[src/rtl/decode_stage.sv]
// Registered RV32I decode stage: a combinational decoder feeding one output
// register slot with valid/ready handshakes on both sides and a flush.

// Pure combinational decode of one instruction word.
module decode_stage_dec #(
  parameter int XLEN              = 32,
  parameter int REG_FILE_DEPTH    = 32,
  parameter int REG_FILE_ADDR_LEN = $clog2(REG_FILE_DEPTH)
) (
  input  logic [31:0]                  instr,
  output logic [REG_FILE_ADDR_LEN-1:0] rd,
  output logic [REG_FILE_ADDR_LEN-1:0] rs1,
  output logic [REG_FILE_ADDR_LEN-1:0] rs2,
  output logic [6:0]                   opcode,
  output logic [2:0]                   funct3,
  output logic [6:0]                   funct7,
  output logic [XLEN-1:0]              imm,
  output logic [2:0]                   fmt,
  output logic                         rs1_used,
  output logic                         rs2_used,
  output logic                         rd_we,
  output logic                         illegal
);
  localparam logic [2:0] FMT_R = 3'd0;
  localparam logic [2:0] FMT_I = 3'd1;
  localparam logic [2:0] FMT_S = 3'd2;
  localparam logic [2:0] FMT_B = 3'd3;
  localparam logic [2:0] FMT_U = 3'd4;
  localparam logic [2:0] FMT_J = 3'd5;
  localparam logic [2:0] FMT_X = 3'd7;

  // 6 bits so a depth of 32 compares correctly against 5-bit raw fields
  localparam logic [5:0] DEPTH6 = 6'(REG_FILE_DEPTH);

  logic [4:0]  rd_raw, rs1_raw, rs2_raw;
  logic        rd_need;
  logic        known;
  logic        bad_reg;
  logic [31:0] imm32;

  assign rd_raw  = instr[11:7];
  assign rs1_raw = instr[19:15];
  assign rs2_raw = instr[24:20];

  // Raw field extraction, independent of format; indices truncated
  assign opcode = instr[6:0];
  assign funct3 = instr[14:12];
  assign funct7 = instr[31:25];
  assign rd     = rd_raw[REG_FILE_ADDR_LEN-1:0];
  assign rs1    = rs1_raw[REG_FILE_ADDR_LEN-1:0];
  assign rs2    = rs2_raw[REG_FILE_ADDR_LEN-1:0];

  // Opcode map: format and register usage (rd_need is before the x0 mask)
  always_comb begin
    fmt      = FMT_X;
    rs1_used = 1'b0;
    rs2_used = 1'b0;
    rd_need  = 1'b0;
    known    = 1'b1;
    case (instr[6:0])
      7'b0110011: begin fmt = FMT_R; rs1_used = 1'b1; rs2_used = 1'b1; rd_need = 1'b1; end
      7'b0010011,
      7'b0000011,
      7'b1100111,
      7'b1110011: begin fmt = FMT_I; rs1_used = 1'b1; rd_need = 1'b1; end
      7'b0001111: begin fmt = FMT_I; end
      7'b0100011: begin fmt = FMT_S; rs1_used = 1'b1; rs2_used = 1'b1; end
      7'b1100011: begin fmt = FMT_B; rs1_used = 1'b1; rs2_used = 1'b1; end
      7'b0110111,
      7'b0010111: begin fmt = FMT_U; rd_need = 1'b1; end
      7'b1101111: begin fmt = FMT_J; rd_need = 1'b1; end
      default:    known = 1'b0;
    endcase
  end

  // Immediate assembly; instr[31] is always the sign bit
  always_comb begin
    imm32 = 32'd0;
    case (fmt)
      FMT_I:   imm32 = {{20{instr[31]}}, instr[31:20]};
      FMT_S:   imm32 = {{20{instr[31]}}, instr[31:25], instr[11:7]};
      FMT_B:   imm32 = {{19{instr[31]}}, instr[31], instr[7], instr[30:25], instr[11:8], 1'b0};
      FMT_U:   imm32 = {instr[31:12], 12'd0};
      FMT_J:   imm32 = {{11{instr[31]}}, instr[31], instr[19:12], instr[20], instr[30:21], 1'b0};
      default: imm32 = 32'd0;
    endcase
  end

  // Widen to XLEN; replication count stays >= 1 for XLEN == 32
  assign imm = {{(XLEN-31){imm32[31]}}, imm32[30:0]};

  // Register bounds only matter for fields the instruction actually reads/writes
  assign bad_reg = (rs1_used && ({1'b0, rs1_raw} >= DEPTH6)) ||
                   (rs2_used && ({1'b0, rs2_raw} >= DEPTH6)) ||
                   (rd_need  && ({1'b0, rd_raw}  >= DEPTH6));

  assign rd_we   = rd_need && (rd_raw != 5'd0);
  assign illegal = (instr[1:0] != 2'b11) || !known || bad_reg;
endmodule

// Top: one-entry registered slot around the decoder.
module decode_stage #(
  parameter int XLEN              = 32,
  parameter int REG_FILE_DEPTH    = 32,
  parameter int REG_FILE_ADDR_LEN = $clog2(REG_FILE_DEPTH)
) (
  input  logic                         clk,
  input  logic                         rst_n,
  input  logic                         flush,
  input  logic                         in_valid,
  output logic                         in_ready,
  input  logic [31:0]                  in_instr,
  input  logic [XLEN-1:0]              in_pc,
  output logic                         out_valid,
  input  logic                         out_ready,
  output logic [XLEN-1:0]              out_pc,
  output logic [REG_FILE_ADDR_LEN-1:0] rd,
  output logic [REG_FILE_ADDR_LEN-1:0] rs1,
  output logic [REG_FILE_ADDR_LEN-1:0] rs2,
  output logic [6:0]                   opcode,
  output logic [2:0]                   funct3,
  output logic [6:0]                   funct7,
  output logic [XLEN-1:0]              imm,
  output logic [2:0]                   fmt,
  output logic                         rs1_used,
  output logic                         rs2_used,
  output logic                         rd_we,
  output logic                         illegal
);
  localparam int STAGES = 1;

  logic [REG_FILE_ADDR_LEN-1:0] d_rd, d_rs1, d_rs2;
  logic [6:0]                   d_opcode, d_funct7;
  logic [2:0]                   d_funct3, d_fmt;
  logic [XLEN-1:0]              d_imm;
  logic                         d_rs1_used, d_rs2_used, d_rd_we, d_illegal;

  // vld_pipe[0] is the load strobe, vld_pipe[STAGES] the held entry's valid
  logic [STAGES:0] vld_pipe;

  decode_stage_dec #(
    .XLEN              (XLEN),
    .REG_FILE_DEPTH    (REG_FILE_DEPTH),
    .REG_FILE_ADDR_LEN (REG_FILE_ADDR_LEN)
  ) u_dec (
    .instr    (in_instr),
    .rd       (d_rd),
    .rs1      (d_rs1),
    .rs2      (d_rs2),
    .opcode   (d_opcode),
    .funct3   (d_funct3),
    .funct7   (d_funct7),
    .imm      (d_imm),
    .fmt      (d_fmt),
    .rs1_used (d_rs1_used),
    .rs2_used (d_rs2_used),
    .rd_we    (d_rd_we),
    .illegal  (d_illegal)
  );

  assign out_valid   = vld_pipe[STAGES];
  assign in_ready    = !out_valid || out_ready;
  assign vld_pipe[0] = in_valid && in_ready && !flush;

  // Valid bit: flush wins, then load, then drain
  always_ff @(posedge clk or negedge rst_n) begin
    if (!rst_n)              vld_pipe[STAGES] <= 1'b0;
    else if (flush)          vld_pipe[STAGES] <= 1'b0;
    else if (vld_pipe[0])    vld_pipe[STAGES] <= 1'b1;
    else if (out_ready)      vld_pipe[STAGES] <= 1'b0;
  end

  // Payload only moves on a load, so a stalled entry holds stable
  always_ff @(posedge clk or negedge rst_n) begin
    if (!rst_n) begin
      out_pc   <= '0;
      rd       <= '0;
      rs1      <= '0;
      rs2      <= '0;
      opcode   <= '0;
      funct3   <= '0;
      funct7   <= '0;
      imm      <= '0;
      fmt      <= '0;
      rs1_used <= 1'b0;
      rs2_used <= 1'b0;
      rd_we    <= 1'b0;
      illegal  <= 1'b0;
    end else if (vld_pipe[0]) begin
      out_pc   <= in_pc;
      rd       <= d_rd;
      rs1      <= d_rs1;
      rs2      <= d_rs2;
      opcode   <= d_opcode;
      funct3   <= d_funct3;
      funct7   <= d_funct7;
      imm      <= d_imm;
      fmt      <= d_fmt;
      rs1_used <= d_rs1_used;
      rs2_used <= d_rs2_used;
      rd_we    <= d_rd_we;
      illegal  <= d_illegal;
    end
  end
endmodule

[config.mk]
export PLATFORM = sky130hd
export DESIGN_NAME = decode_stage
export DESIGN_NICKNAME = d
export VERILOG_FILES = /design/src/rtl/decode_stage.sv
export SDC_FILE = /design/constraint.sdc
export NUM_CORES = 1
export LEC_CHECK = 0
export BUFFER_PORTS_ARGS = -buffer_cell sky130_fd_sc_hd__buf_4
export CORE_UTILIZATION = 45
export DETAILED_ROUTE_END_ITERATION = 10
export GPL_TIMING_DRIVEN = 0
export PLACE_DENSITY = 0.79
export SYNTH_ARGS = -nofsm -noshare
export SYNTH_HDL_FRONTEND = slang
export SYNTH_HIERARCHICAL = 1
export SYNTH_SLANG_ARGS = --single-unit
[constraint.sdc]
create_clock -name clk -period 1.6 [get_ports clk]
set_clock_uncertainty 0.15 [all_clocks]
set_input_delay 0.4 -clock clk [delete_from_list [all_inputs] [get_ports clk]]
set_output_delay 0.4 -clock clk [all_outputs]
set_load 0.05 [all_outputs]
; Word-level counts from Yosys, hierarchy flattened
; Cells that the tools add are included.
[totals]
register_bits = 104
in_bits = 69
out_inout_bits = 105
wordCells = 56
[classes]
n_eq_ne = 17
muxes = 9
reduce_logical = 16
[ops]
columns = op, count
row1 = $pmux W32 S5, 1
row2 = $eq A7 B7 Y1 const B, 4
row3 = $eq A7 B6 Y1 const B, 3
row4 = $pmux W3 S6, 1
row5 = $eq A7 B5 Y1 const B, 2
row6 = $reduce_or A11 Y1, 1
row7 = $reduce_or A8 Y1, 1
row8 = $eq A7 B2 Y1 const B, 1
row9 = $eq A7 B4 Y1 const B, 1
row10 = $mux W1, 7
row11 = $reduce_or A7 Y1, 1
row12 = $eq A3 B2 Y1 const B, 2
row13 = $eq A3 B3 Y1 const B, 2
row14 = $reduce_bool A5 Y1, 1
row15 = $reduce_or A5 Y1, 1
row16 = $eq A3 B1 Y1 const B, 1
row17 = $logic_and A1 B1 Y1, 3
row18 = $logic_not A1 Y1, 3
row19 = $reduce_bool A3 Y1, 1
row20 = $reduce_or A3 Y1, 1
row21 = $logic_or A1 B1 Y1, 2
row22 = $ne A2 B2 Y1 const B, 1
row23 = $reduce_or A2 Y1, 1

; Longest topological paths before layout
[logic_depth]
ltp_word = 6
depth_mapped = 7
depth_no_buf = 5

; Modules after synthesis
; Netlist, hierarchy kept.
[modules_own_cells]
columns = mod, n_inst, cells_per_inst, area_per_inst_um2, seq_area_each_um2
row1 = decode_stage, 1, 223, 3900.0, 2602.5
row2 = decode_stage_dec, 1, 134, 989.7, 0.0

; Least setup slack after synthesis
; No wires, ideal clock.
[synth_path]
path_type = reg-to-reg
from = register vld_pipe[1], in the netlist out_valid
to = register funct3[0]
setup_ps = 127
t_arrival_ps = 1654
t_required_ps = 1323
slack_ps = -331
stages_incl_launch_ff = 6
n_path_buf = 2
synth_period_minus_slack_ps = 1931
cell_sequence = dfrtp_1 > nor2b_2 > nor3b_2 > buf_6 > buf_6 > mux2_1
[synth_via]
elab_chain_cells = 4
[synth_rtl]
columns = element, line_no
row1 = from (decl), 139  ; logic [STAGES:0] vld_pipe;
row2 = "from (signal, indexed assignment)", 167  ; if (!rst_n) vld_pipe[STAGES] <= 1'b0;
row3 = "from (signal, indexed assignment)", 168  ; else if (flush) vld_pipe[STAGES] <= 1'b0;
row4 = "from (signal, indexed assignment)", 170  ; else if (out_ready) vld_pipe[STAGES] <= 1'b0;
row5 = $logic_not A1 Y1, 162  ; assign in_ready = !out_valid || out_ready;
row6 = $logic_or A1 B1 Y1, 162
row7 = $logic_and A1 B1 Y1 (2 in series), 163  ; assign vld_pipe[0] = in_valid && in_ready && !flush;
row8 = to (signal assigned), 195  ; funct3 <= d_funct3;
row9 = to (decl), 121  ; output logic [2:0] funct3,
; No other way between the ends.
; A chain may end at the register's enable or synchronous reset.

; Worst setup path in the final report
[layout_path]
from = register vld_pipe[1], in the netlist out_valid
to = register opcode[0]
[layout_via]
elab_chain_cells = 4
[layout_rtl]
columns = element, line_no
row1 = $logic_not A1 Y1, 162
row2 = $logic_or A1 B1 Y1, 162
row3 = $logic_and A1 B1 Y1 (2 in series), 163
row4 = to (signal assigned), 194  ; opcode <= d_opcode;
row5 = to (decl), 120  ; output logic [6:0] opcode,
; No other way between the ends.

==> results <==
- In this run the static leakage power is 3.59 nW.
- The path type of the worst setup path is flop to flop.
- 174 I/O pins were placed.
- STA classifies the critical path endpoint as a flop.
- The count of mapped cells out of synthesis is 357.
- In this run the tightest slew margin relative to its limit is 63.9%.
- Walking the worst path, the cells encountered are nor2b_4 > nor3b_4 > buf_6 > buf_12 > buf_12 > mux2_1.
- Once the floorplan was initialized, standard cells occupied 46.9% of the core.
- The worst hold path belongs to the class primary input to flop.
- Yosys printed 6 warnings.
- The cell that appears most often on the critical path is buf_12.
- The endpoint identified for the worst register-to-register timing path is opcode[0].
- The clock slew at the register clock pins of the worst setup and hold paths is 100 ps.
- Data on the critical path arrives at its endpoint at 1880 ps.
- After synthesis, the largest family of logic cells by area is multiplexers.
- Of the total synthesized cell area, the portion taken by full adders, half adders and majority gates is 0%.
- The run finished, with violations left.
- The final number of max-transition violations was 0.
- The clock drives 104 sinks.
- The slew at the pin closest to its max-slew limit is 542 ps.
- In the routed layout, each cell is associated on average with a via count of 5.09.
- The first detailed-routing pass ran for 4 iterations.
- The count of nets left with antenna violations once routing finished came out at 0.
- The CTS tree is done.
- The kind of cell with the highest combined delay on the critical path is buffers and inverters.
- The worst setup slack after placement is -503 ps.
- The peak clock frequency supported by timing is 0.561 GHz.
- The area growth from synthesis to layout is 43.8%.
- The setup slack after layout is -183 ps.
- The slowest cell on the critical path is dfrtp_2.
- The library cells used most frequently in the layout, excluding fill and tap cells, are 204 x buf_4, 103 x dfrtp_1, 53 x mux2_4, 30 x mux2_2, 20 x mux2_1.
- The share of the yosys chip area belonging to registers is 53.2%.
- The average wire length per cell after detail routing is 18.2 um.
- The largest voltage drop on the vdd net is 0.764 mV.
- For this block, the via count after detailed routing is 3511.
- The checks that failed: setup timing.
- The start point of the worst hold path is flush.
- The mapped netlist covers 0.00489 mm^2.
- The library cell used most frequently in the layout, excluding fill and tap cells, is buf_4.
- The core region is 0.0104 mm^2.
- The mux share of post-synthesis cell area is 23.7%.
- The max capacitance violation total is 0.
- The overall routed net length is 12600 um.
- The total nets after synthesis is 426.
- The count of input and output buffers is 172.
- The number of nets in the layout is 618.
- Across all register-to-register paths, the minimum setup slack is -180 ps.
- The initial antenna violation count is 0.
- Counting along the longest clock path gives a buffer depth of 2.
- The synthesized design spends more area on one cell type than any other, namely dfrtp_1.
- The smallest hold slack is 74.4 ps.
- The shortest clock period the worst path allows after layout is 1780 ps.
- The instance area at placement is 0.00636 mm^2.
- The area fraction in compound gates after synthesis is 8.47%.
- The H-tree was split into 3 levels.
- Setup repair after global routing could not meet its margin everywhere.
- The average instance in the mapped netlist occupies 13.7 um^2.
- In this run the power density over the cells is 1080 mW/mm^2.
- The number of setup violations in the final report is 104.
- The total die area is 0.0113 mm^2.
- The final design area excluding fillers is 0.00703 mm^2.
- The number of buffers and inverters on the critical path is 3.
- After detailed routing, the number of remaining DRC violations is 0.
- The number of distinct library cell variants in the gate-level netlist after synthesis is 44.
- In this design, the stage delay of the slowest critical-path cell is 420 ps.
- Cells fill 67.5% of the core in the end.
- In this run the number of cells on the critical path is 6.
- The number of hold violations in the final report is 0.
- The required time at the worst-slack endpoint is 1700 ps.
- The flip-flop and latch count after synthesis is 104.
- The clock latency of the later-clocked register in the worst-skew pair is 360 ps.
- The number of stages on the worst hold path is 2.
- The via count of the first global-routing pass was 3692.
- For hold timing, the worst endpoint is out_valid.
- Counting the fill cells in the layout gives 743.
- Of the cells placed in the final design, the portion with a size suffix greater than 1 is 63.5%.
- The final RePlAce weighted congestion is 0.932.
- Entering global routing, the biggest net connects 105 pins.
- The first global-routing pass estimated 18900 um of wire.
- The most used flip-flop cell after synthesis is dfrtp_1.
- In the post-synthesis netlist, the biggest area contributors are dfrtp_1 53%, mux2_1 16%, mux2_2 7.6%, buf_4 5.1%, buf_6 3.0%.
- The total congestion overflow after global routing is 0.
- The number of antenna diodes in the final layout is 0.
- The synthesized-area fraction occupied by and/or/nand/nor cells is 5.35%.
- The number of buffers created by CTS is 9.
- In this run the worst path has a maximum fanout of 10.
- STA classifies the critical path startpoint as a flop.
- The global-route usage over all layers is 21.8%.
- The horizontal extent of the die is 106 um.
- The worst register-to-register path begins at out_valid.
- The area share of the largest cell type after synthesis is 53.2%.
- The y dimension of the die is 106 um.
- After Yosys synthesis, XOR and XNOR cells account for 0.179% of the synthesized area.
- The post-detailed-placement half-perimeter wirelength is 8630 um.
- The share of flip-flops with an asynchronous set or reset is 100%.
- The clock tree root buffer cell is clkbuf_8.
- In this run the core area contains 37 standard-cell rows.
- The number of synthesized flops with an enable pin is 0.
- Summing internal, switching and leakage power gives 7.60 mW.
- The number of DRC violations after detailed-routing iteration 0 is 208.
- In the finished design, the share of the clock period the worst path needs comes to 111%.
- The worst register-to-register path has a depth of 6.
==> layout make-up <==
class / instances / area (um^2) / share of cell area [%]
Buffer: 52 / 504 / 7.17
Clock buffer: 10 / 128 / 1.81
Clock inverter: 6 / 75.1 / 1.07
Inverter: 5 / 18.8 / 0.267
Multi-Input combinational cell: 196 / 2060 / 29.3
Sequential cell: 104 / 2600 / 37.0
Tap cell: 136 / 170 / 2.42
Timing Repair Buffer: 181 / 1470 / 20.9
==> worst max path at each step <==
stage                            from         to  slack, ps
after CTS                   out_valid     rs2[1]       -200
final                       out_valid  opcode[0]       -180
after global routing        out_valid    imm[18]       -220
after floorplan             out_valid  funct3[0]       -220
after global placement    in_instr[5]    imm[16]       -470
after detailed placement  in_instr[5]    imm[12]       -500
==> power breakdown <==
| group | total, mW | internal [mW] | leakage (nW) | switching [mW] |
|---|---|---|---|---|
| registers | 3.13 | 2.95 | 1.29 | 0.186 |
| clock network | 1.70 | 0.747 | 0.0990 | 0.948 |
| logic | 2.78 | 1.08 | 2.21 | 1.70 |
| total | 7.60 | 4.77 | 3.59 | 2.83 |
==> flip-flops by register name, summed over array words and instances (netlist names), 3 cells and up <==
register  cells
imm          32
rd            5
fmt           3
funct7        7
funct3        3
out_pc       32
opcode        7
rs2           5
rs1           5
==> cells in the mapped netlist (2+ instances only) <==
| master | n |
|---|---|
| dfrtp_1 | 104 |
| mux2_1 | 70 |
| buf_4 | 33 |
| mux2_2 | 33 |
| a21o_1 | 18 |
| buf_6 | 13 |
| nand2_1 | 9 |
| and2_1 | 7 |
| buf_2 | 6 |
| nor2_1 | 5 |
| a21oi_1 | 4 |
| a21oi_2 | 4 |
| a32o_1 | 4 |
| inv_1 | 4 |
| a21o_2 | 3 |
| o21ai_0 | 3 |
| o22ai_1 | 3 |
| a211oi_1 | 2 |
| nand2b_1 | 2 |
| nand3b_1 | 2 |
| nor2_2 | 2 |
| nor3_1 | 2 |
| nor3b_2 | 2 |
| o21ai_2 | 2 |
==> layer usage <==
metal | global-route usage, % | vias to the layer above | routed length, um
met2 | 34.5 | 134 | 6110
li1 | - | 1612 | -
met4 | 7.94 | 0 | 264
met3 | 6.74 | 20 | 860
met1 | 28.2 | 1745 | 5350
met5 | 0 | - | 0
==> stage by stage <==
stage,TNS [ps],std cells
2_1_floorplan,-21220,357
3_3_place_gp,-38700,665
3_5_place_dp,-47010,665
4_1_cts,-16200,682
5_1_grt,-19190,690
6_report,-15170,690
==> cell families after synthesis <==
group                  after synthesis
multiplexers                       103
AO/OA/AOI/OAI                       52
buffers and inverters               57
XOR/XNOR                             1
flip-flops                         104
AND/OR/NAND/NOR                     40
==> what timing repair did <==
action,CTS,global route
pin swaps,1,1
gates cloned,0,4
setup buffers,1,2
endpoints found under the hold margin,0,104
setup endpoints to repair,104,104
hold buffers,0,1
resized for setup,2,77
Note: power is estimated with default switching activity, not from simulation.
